**src/rtl/onehot_rr_arbiter_if.sv**
```systemverilog
// Handshake bundle between requesters and the round-robin arbiter.
//   req_i      : level request, one bit per requester
//   done_i     : release pulse from the current owner
//   gnt_o      : registered one-hot grant (zero when idle)
//   gnt_idx_o  : binary index of the granted requester (zero when idle)
//   gnt_vld_o  : a grant is active
//   timeout_o  : one-cycle pulse on a forced release (RR_ARB_TIMEOUT_EN builds only)
// Modports: master = requester side, slave = arbiter side.
interface onehot_rr_arbiter_if #(
  parameter int unsigned NUM_REQ = 8,
  parameter int unsigned IDX_W   = 3
);
  logic [NUM_REQ-1:0] req_i;
  logic               done_i;
  logic [NUM_REQ-1:0] gnt_o;
  logic [IDX_W-1:0]   gnt_idx_o;
  logic               gnt_vld_o;
`ifdef RR_ARB_TIMEOUT_EN
  logic               timeout_o;

  modport master (
    output req_i, done_i,
    input  gnt_o, gnt_idx_o, gnt_vld_o, timeout_o
  );
  modport slave (
    input  req_i, done_i,
    output gnt_o, gnt_idx_o, gnt_vld_o, timeout_o
  );
`else
  modport master (
    output req_i, done_i,
    input  gnt_o, gnt_idx_o, gnt_vld_o
  );
  modport slave (
    input  req_i, done_i,
    output gnt_o, gnt_idx_o, gnt_vld_o
  );
`endif
endinterface

```
**src/rtl/onehot_rr_arbiter.sv**
```systemverilog
// Round-robin arbiter with held grants. A winner is chosen in IDLE starting at the
// round-robin pointer, then the grant is frozen until the owner pulses done_i.
// Optional feature macro: RR_ARB_TIMEOUT_EN adds a hold-time limit of TIMEOUT_CYC
// cycles and the timeout_o pulse.
// Ports:
//   clk   : clock, rising edge
//   rst_n : asynchronous active-low reset
//   bus   : onehot_rr_arbiter_if.slave (req_i, done_i in; gnt_o, gnt_idx_o,
//           gnt_vld_o, [timeout_o] out, all registered)
module onehot_rr_arbiter #(
  parameter int unsigned NUM_REQ     = 8,
  parameter int unsigned IDX_W       = 3,
  parameter int unsigned TIMEOUT_CYC = 256
) (
  input  logic               clk,
  input  logic               rst_n,
  onehot_rr_arbiter_if.slave bus
);

  typedef enum logic [0:0] {StIdle, StBusy} state_e;

  state_e             state_q, state_d;
  logic [IDX_W-1:0]   ptr_q, ptr_d;
  logic [NUM_REQ-1:0] gnt_q, gnt_d;
  logic [IDX_W-1:0]   idx_q, idx_d;
  logic               vld_q, vld_d;

  logic [2*NUM_REQ-1:0] req_dbl;
  logic [NUM_REQ-1:0]   req_rot;
  logic [NUM_REQ-1:0]   win_oh;
  logic [IDX_W-1:0]     win_idx;
  logic [IDX_W-1:0]     ptr_nxt;
  int unsigned          win_off;
  int unsigned          winner;

  // Winner search: rotate the request vector so bit 0 is the pointer position, take
  // the lowest set bit, then map the offset back with an explicit modulo wrap.
  always_comb begin
    req_dbl = {bus.req_i, bus.req_i};
    req_rot = NUM_REQ'(req_dbl >> ptr_q);
    win_off = 0;
    for (int i = NUM_REQ - 1; i >= 0; i--) begin
      if (req_rot[i]) win_off = i;
    end
    winner = 32'(ptr_q) + win_off;
    if (winner >= NUM_REQ) winner = winner - NUM_REQ;

    win_oh = '0;
    for (int i = 0; i < NUM_REQ; i++) begin
      if (winner == i) win_oh[i] = 1'b1;
    end

    // OR-only one-hot encoder: each set bit contributes its own index.
    win_idx = '0;
    for (int i = 0; i < NUM_REQ; i++) begin
      if (win_oh[i]) win_idx = win_idx | IDX_W'(i);
    end

    ptr_nxt = (winner == NUM_REQ - 1) ? '0 : IDX_W'(winner + 1);
  end

`ifdef RR_ARB_TIMEOUT_EN
  localparam int unsigned     CntW   = $clog2(TIMEOUT_CYC);
  localparam logic [CntW-1:0] CntMax = CntW'(TIMEOUT_CYC - 1);

  logic [CntW-1:0] cnt_q, cnt_d;
  logic            to_q, to_d;
`else
  // No hold-time limit in this build; the parameter only keeps instantiations uniform.
  logic unused_timeout_cyc;
  assign unused_timeout_cyc = ^TIMEOUT_CYC;
`endif

  logic release_grant;

  always_comb begin
    state_d       = state_q;
    ptr_d         = ptr_q;
    gnt_d         = gnt_q;
    idx_d         = idx_q;
    vld_d         = vld_q;
    release_grant = 1'b0;
`ifdef RR_ARB_TIMEOUT_EN
    cnt_d         = cnt_q;
    to_d          = 1'b0;
`endif
    case (state_q)
      StIdle: begin
        if (|bus.req_i) begin
          state_d = StBusy;
          gnt_d   = win_oh;
          idx_d   = win_idx;
          vld_d   = 1'b1;
          ptr_d   = ptr_nxt;
`ifdef RR_ARB_TIMEOUT_EN
          cnt_d   = '0;
`endif
        end
      end
      StBusy: begin
        release_grant = bus.done_i;
`ifdef RR_ARB_TIMEOUT_EN
        // A done_i in the limit cycle wins: normal release, no timeout pulse.
        if (!bus.done_i && (cnt_q == CntMax)) begin
          release_grant = 1'b1;
          to_d          = 1'b1;
        end else begin
          cnt_d = cnt_q + 1'b1;
        end
`endif
        if (release_grant) begin
          state_d = StIdle;
          gnt_d   = '0;
          idx_d   = '0;
          vld_d   = 1'b0;
        end
      end
      default: state_d = StIdle;
    endcase
  end

  always_ff @(posedge clk or negedge rst_n) begin
    if (!rst_n) begin
      state_q <= StIdle;
      ptr_q   <= '0;
      gnt_q   <= '0;
      idx_q   <= '0;
      vld_q   <= 1'b0;
    end else begin
      state_q <= state_d;
      ptr_q   <= ptr_d;
      gnt_q   <= gnt_d;
      idx_q   <= idx_d;
      vld_q   <= vld_d;
    end
  end

`ifdef RR_ARB_TIMEOUT_EN
  always_ff @(posedge clk or negedge rst_n) begin
    if (!rst_n) begin
      cnt_q <= '0;
      to_q  <= 1'b0;
    end else begin
      cnt_q <= cnt_d;
      to_q  <= to_d;
    end
  end

  assign bus.timeout_o = to_q;
`endif

  assign bus.gnt_o     = gnt_q;
  assign bus.gnt_idx_o = idx_q;
  assign bus.gnt_vld_o = vld_q;

endmodule

```
**src/flat_wrapper.sv**
```systemverilog
// flat-port wrapper written by rule: the top's interface ports become plain ports
module onehot_rr_arbiter_flat 
#(
  parameter int unsigned NUM_REQ     = 8,
  parameter int unsigned IDX_W       = 3,
  parameter int unsigned TIMEOUT_CYC = 256
)
  (clk, rst_n, bus_req_i, bus_done_i, bus_gnt_o, bus_gnt_idx_o, bus_gnt_vld_o);
  onehot_rr_arbiter_if #(.NUM_REQ(NUM_REQ), .IDX_W(IDX_W)) bus_i ();
  input  logic clk;
  input  logic rst_n;
  input wire logic [$bits(bus_i.req_i)-1:0] bus_req_i;
  input wire logic [$bits(bus_i.done_i)-1:0] bus_done_i;
  output wire logic [$bits(bus_i.gnt_o)-1:0] bus_gnt_o;
  output wire logic [$bits(bus_i.gnt_idx_o)-1:0] bus_gnt_idx_o;
  output wire logic [$bits(bus_i.gnt_vld_o)-1:0] bus_gnt_vld_o;
  assign bus_i.req_i = bus_req_i;
  assign bus_i.done_i = bus_done_i;
  assign bus_gnt_o = bus_i.gnt_o;
  assign bus_gnt_idx_o = bus_i.gnt_idx_o;
  assign bus_gnt_vld_o = bus_i.gnt_vld_o;
  onehot_rr_arbiter #(.NUM_REQ(NUM_REQ), .IDX_W(IDX_W), .TIMEOUT_CYC(TIMEOUT_CYC)) u_core (.clk(clk), .rst_n(rst_n), .bus(bus_i));
endmodule
```
**config.mk**
```make
export PLATFORM = sky130hd
export DESIGN_NAME = onehot_rr_arbiter_flat
export DESIGN_NICKNAME = d
export VERILOG_FILES = /design/src/rtl/onehot_rr_arbiter_if.sv /design/src/rtl/onehot_rr_arbiter.sv /design/src/flat_wrapper.sv
export SDC_FILE = /design/constraint.sdc
export NUM_CORES = 1
export LEC_CHECK = 0
export ABC_AREA = 1
export BUFFER_PORTS_ARGS = -buffer_cell sky130_fd_sc_hd__buf_4
export CAP_MARGIN = 15
export CORE_ASPECT_RATIO = 0.6
export CORE_MARGIN = 4
export CORE_UTILIZATION = 49
export DETAILED_ROUTE_END_ITERATION = 6
export GPL_TIMING_DRIVEN = 0
export PLACE_DENSITY = 0.75
export SETUP_SLACK_MARGIN = 0.4
export SYNTH_ARGS = -nofsm -noshare
export SYNTH_HDL_FRONTEND = slang
export SYNTH_SLANG_ARGS = --single-unit
```
**constraint.sdc**
```tcl
create_clock -name clk -period 2.8 [get_ports clk]
set_input_delay 0.28 -clock clk [delete_from_list [all_inputs] [get_ports clk]]
set_output_delay 0.28 -clock clk [all_outputs]
set_load 0.02 [all_outputs]
```
# After elaboration in Yosys (flattened, before gate mapping)
# Index checks and enable logic that the tools add are counted.
totals:
  ff_bits: 16
  latch_bits: 0
  mem_bits_rw: 0
  rom_bits: 0
  inputBits: 11
  out_inout_bits: 12
  elab_cells: 61
  mem_count: 0
classes:
  addsub: 3
  multipliers: 0
  n_div: 0
  n_lt_le_gt_ge: 1
  eq_ne: 9
  shift: 1
  mux: 37
  bitwise: 1
  reduce_logical: 4
op_table:
  columns: ["op", "n"]
  rows:
  - ["$mux 32", 8]
  - ["$eq 32x3->1 const B", 4]
  - ["$eq 32x2->1 const B", 2]
  - ["$add 3x32->32", 1]
  - ["$eq 32x1->1 const B", 1]
  - ["$ge 32x4->1 const B", 1]
  - ["$logic_not 32->1", 1]
  - ["$sub 32x4->32 const B", 1]
  - ["$mux 3", 8]
  - ["$mux 8", 2]
  - ["$pmux 8 s2", 1]
  - ["$shr 16x3->8", 1]
  - ["$mux 1", 13]
  - ["$reduce_or 8->1", 1]
  - ["$pmux 3 s2", 1]
  - ["$mux 2", 2]
  - ["$pmux 1 s2", 2]
  - ["$reduce_and 2->1", 2]
  - ["$add 3x1->3 const B", 1]
  - ["$ne 2x1->1 const B", 1]
  - ["$ne 2x2->1 const B", 1]
  - ["$not 1->1", 1]

# Depth between registers and ports, before layout
logic_depth:
  ltp_word: 23
  depth_mapped: 21
  mapped_depth_nobuf: 20

# Worst setup path before layout
# No wires, ideal clock.
synth_path:
  kind: "register -> register"
  start: "register u_core.ptr_q[1]"
  end: "register u_core.idx_q[0], in the netlist u_core.bus.gnt_idx_o[0]"
  setup_ns: 0.124
  t_arrival_ns: 2.683
  required_time_ns: 2.676
  slack_ns: -0.006
  stages_incl_launch_ff: 19
  path_buffers: 1
  period_less_slack_ns: 2.806
  cell_sequence: "dfrtp_1 > buf_6 > inv_2 > nand3_2 > nand2_1 > nand2_1 > nand2_2 > nand2_1 > nand2_1 > nand2_1 > nand2_1 > a21oi_2 > ha_1 > fa_1 > xnor2_1 > inv_1 > ha_1 > o31ai_1 > nand2_1"
synth_via:
  elab_chain_len: 23
  elab_cells_between_ends: 30
  classes_between: "2 x add/sub; 1 x order compare; 4 x eq/ne; 1 x shift; 22 x mux"
synth_lines:
  columns: ["item", "line_no", "text"]
  rows:
  - ["from (decl)", "onehot_rr_arbiter.sv:23", "logic [IDX_W-1:0] ptr_q, ptr_d;"]
  - ["from (signal assigned)", "onehot_rr_arbiter.sv:131", "ptr_q <= ptr_d;"]
  - ["$shr 16x3->8", "onehot_rr_arbiter.sv:40", "req_rot = NUM_REQ'(req_dbl >> ptr_q);"]
  - ["$mux 3", "onehot_rr_arbiter.sv:43", "if (req_rot[i]) win_off = i;"]
  - ["$mux 32 (7 in a row)", "onehot_rr_arbiter.sv:43", null]
  - ["$add 3x32->32 *", "onehot_rr_arbiter.sv:45", "winner = 32'(ptr_q) + win_off;"]
  - ["$sub 32x4->32 / $ge 32x4->1 (equally long branches)", "onehot_rr_arbiter.sv:46", "if (winner >= NUM_REQ) winner = winner - NUM_REQ;"]
  - ["$mux 32 *", "onehot_rr_arbiter.sv:46", null]
  - ["$eq 32x1->1", "onehot_rr_arbiter.sv:50", "if (winner == i) win_oh[i] = 1'b1;"]
  - ["$mux 1", "onehot_rr_arbiter.sv:50", null]
  - ["$mux 1", "onehot_rr_arbiter.sv:56", "if (win_oh[i]) win_idx = win_idx | IDX_W'(i);"]
  - ["$mux 2 (2 in a row)", "onehot_rr_arbiter.sv:56", null]
  - ["$mux 3 (3 in a row)", "onehot_rr_arbiter.sv:56", null]
  - ["$mux 3 *", "onehot_rr_arbiter.sv:56", null]
  - ["$mux 3 *", "onehot_rr_arbiter.sv:89", "if (|bus.req_i) begin"]
  - ["$pmux 3 s2 *", "onehot_rr_arbiter.sv:87", "case (state_q)"]
  - ["to (signal assigned)", "onehot_rr_arbiter.sv:133", "idx_q <= idx_d;"]
  - ["to (decl)", "onehot_rr_arbiter.sv:25", "logic [IDX_W-1:0] idx_q, idx_d;"]
# Every way passes the cells marked *; elsewhere a longest branch is shown, timed or not. The select of a mux whose other input is x is not followed.
# A chain may end at the register's enable or synchronous reset.

# Worst setup path in the final report
layout_path:
  start: "register u_core.ptr_q[0]"
  end: "register u_core.gnt_q[5], in the netlist u_core.bus.gnt_o[5]"
layout_via:
  elab_chain_len: 16
  elab_cells_between_ends: 17
  classes_between: "2 x add/sub; 1 x order compare; 1 x eq/ne; 1 x shift; 12 x mux"
layout_lines:
  columns: ["item", "line_no", "text"]
  rows:
  - ["$shr 16x3->8", "onehot_rr_arbiter.sv:40", null]
  - ["$mux 3", "onehot_rr_arbiter.sv:43", null]
  - ["$mux 32 (7 in a row)", "onehot_rr_arbiter.sv:43", null]
  - ["$add 3x32->32 *", "onehot_rr_arbiter.sv:45", null]
  - ["$sub 32x4->32 / $ge 32x4->1 (equally long branches)", "onehot_rr_arbiter.sv:46", null]
  - ["$mux 32 *", "onehot_rr_arbiter.sv:46", null]
  - ["$eq 32x3->1 *", "onehot_rr_arbiter.sv:50", null]
  - ["$mux 1 *", "onehot_rr_arbiter.sv:50", null]
  - ["$mux 8 *", "onehot_rr_arbiter.sv:89", null]
  - ["$pmux 8 s2 *", "onehot_rr_arbiter.sv:87", null]
  - ["to (signal assigned)", "onehot_rr_arbiter.sv:132", "gnt_q <= gnt_d;"]
  - ["to (decl)", "onehot_rr_arbiter.sv:24", "logic [NUM_REQ-1:0] gnt_q, gnt_d;"]
# Marks and branches as above.

==> out/results.txt <==
Status: finished with violations
Failing checks: setup timing
Vias in the first global route: 1,366
Worst Setup Path Type: flop to flop
Worst-Skew Late Latency: 260 ps
Count of endpoints failing setup in the final report: 13
Fin Clk Skew: 4.584 ps
Worst EP arrival: 3330 ps
RSZ-0062 raised after global routing: true
Yosys warnings: 0
Total GRT Usage: 27.39%
Vias per inst: 6.435
Worst EP required: 2970 ps
Fmax: 0.3159 GHz
Filler cells: 81
CP most frequent cell: nand2_1
Fraction of layout cells with a size suffix above 1: 58.94%
Port bufs: 22
Cell Count, Final, Fillers Out: 237
Drt first-iter violations: 187
Register area share after synthesis: 32.92%
Synth cell types: 26
Cells along the critical path: buf_6, clkinv_8, nand2_4, nand3_4, nand2_2, nand2_2, nand2_2, nand2_1, nand2_1, nand2_1, nand2_1, nand2_1, a21oi_2, ha_2, fa_2, buf_6, inv_8, ha_4, inv_4, buf_4, o31ai_4
EDFF count, synth: 0
Cell taking the most area after synthesis: dfrtp_1
Global-route wire length before repair: 6796 um
Worst-path clk slew: 60 ps
Post-synth top flop: dfrtp_1
Routed Antenna Nets: 0
Initial antenna violation count: 0
Area Growth Syn to Fin: 69.14%
Die H: 46.59 um
Synth top area cells: dfrtp_1, nand2_1, nand3_1
Number of max-cap violations: 0
Tightest Hold Check Type: primary input to flop
Row count: 13
Syn nets: 181
Routability Congestion: 0.8270
Placed cell count: 213
Core Area: 2261 sq um
Chip width: 72.32 um
Root buf cell: clkbuf_8
DRC viols: 0
Cells after synthesis: 161
# IOs: 23
CTS H-tree depth: 1
Die ar.: 3369 sq um
Core Util, Final: 90.98%
Largest net degree at the start of global routing: 17
Largest stage delay on the critical path: 480 ps
Antenna diodes: 0
Inserted Clock Buffers: 3
DPL Wire Length: 2468 um
Rel. slew slack: 67.00%
Crit-path slowest cell: fa_2
Layout net count: 229
Avg WL per Cell: 23.43 um
Pre-antenna DRT Iters: 5
Final Critical Period: 3166 ps
Fin. Hold Viols: 0
CP Launch Type: flop
Sink Count: 16
Yosys top cell area share: 32.92%
Most frequent cells after synthesis: nand2_1, nand3_1, dfrtp_1, o21ai_0, inv_1
CP bufs+invs: 6
CP top delay family: adder cells
Most frequent cell after synthesis: nand2_1
Wirelength, routed: 5554 um
Period utilization: 113.1%
Yosys reg bits: 16
Post-Syn Area: 1216 sq um
Slew @ Worst Pin: 494.9 ps
Setup ws final: -365.7 ps
Pins Over Slew Limit: 0
Synth Area per Inst: 7.554 sq um
Vias: 1,525
Ys async rst share: 100.0%
Crit path capture type: flop
Critical Path Fanout Max: 5
Remaining Overflow, GRT: 0
Initial core utilization: 53.79%
TritonCTS clock tree: built
CTS Buffer Depth: 2
## cells in the final DEF, fill, tap and decap left out, drive strengths merged
cell,count
o31ai,4
dfrtp,16
fa,1
inv,15
nand3,32
ha,8
dlygate4sd3,1
nor2,3
clkinv,1
nand2,56
a21oi,2
o21ai,12
a31oi,3
xnor2,1
nor4,2
nor3,1
buf,45
clkbuf,4
## cell type report
| type | instances | area, sq um | area share (%) |
|---|---|---|---|
| Clock buffer | 3 | 41.29 | 2.007 |
| Tap cell | 30 | 37.54 | 1.825 |
| Multi-Input combinational cell | 125 | 1102 | 53.59 |
| Timing Repair Buffer | 41 | 326.6 | 15.88 |
| Buffer | 6 | 46.29 | 2.251 |
| Timing Repair inverter | 2 | 12.51 | 0.6083 |
| Inverter | 14 | 90.09 | 4.380 |
| Sequential cell | 16 | 400.4 | 19.46 |
## layer usage
layer / global-route usage [%] / up-vias / part of all wire, %
li1: - / 635 / -
met1: 36.87 / 728 / 40
met2: 45.03 / 124 / 45
met3: 6.754 / 38 / 11
met4: 5.993 / 0 / 5.0
met5: 0 / - / 0
## worst paths after layout
check | endpoint | startpoint | slack [ps] | depth (start not counted)
worst min-delay path | u_core.state_q | bus_done_i | 230 | 2
max in group asynchronous | u_core.bus.gnt_o[7] | rst_n | 2180 | 2
min in group asynchronous | u_core.bus.gnt_o[6] | rst_n | 420 | 2
worst min register to register | u_core.bus.gnt_vld_o | u_core.bus.gnt_vld_o | 490 | 2
worst max-delay path | u_core.bus.gnt_o[5] | u_core.ptr_q[0] | -370 | 21
worst max register to register | u_core.bus.gnt_o[5] | u_core.ptr_q[0] | -370 | 21
## stage by stage
step | setup WS [ps] | area (sq um) | hold WS (ps) | TNS, ps
after global placement | -48.55 | 1530 | 144.8 | -93.93
final | -365.7 | 2057 | 230.1 | -2598
after CTS | -2.289 | 1829 | 217.8 | -2.289
after global routing | -446.9 | 2057 | 228.2 | -3867
after detailed placement | -137.5 | 1530 | 151.1 | -304.5
after floorplan | 202.7 | 1328 | -15.59 | 0
## flip-flops by register name, indices dropped and copies added, names as in the netlist
register              flops
u_core.ptr_q              3
u_core.bus.gnt_idx_o      3
u_core.bus.gnt_vld_o      1
u_core.bus.gnt_o          8
u_core.state_q            1
## cell families (layout without fill, tap and decap cells)
family,count (synthesis),count (layout),share of synthesized area [%]
adders and majority gates,9,9,9.877
AOI/OAI and AO/OA,21,21,12.24
and+or+nand+nor,94,94,35.49
DFF,16,16,32.92
xor gates and xnor gates,1,1,0.7203
buffers and inverters,20,66,8.743
## repair_timing
action | CTS | global route
setup buffers | 11 | 5
cloned | 4 | 0
hold buffers | 1 | 0
pin swaps | 21 | 17
gates resized for setup | 38 | 41
setup endpoints to repair | 14 | 14
endpoints found under the hold margin | 16 | 0
Power is not shown: default switching activity piles up to over one toggle a cycle in this logic, so the estimate is an artifact.
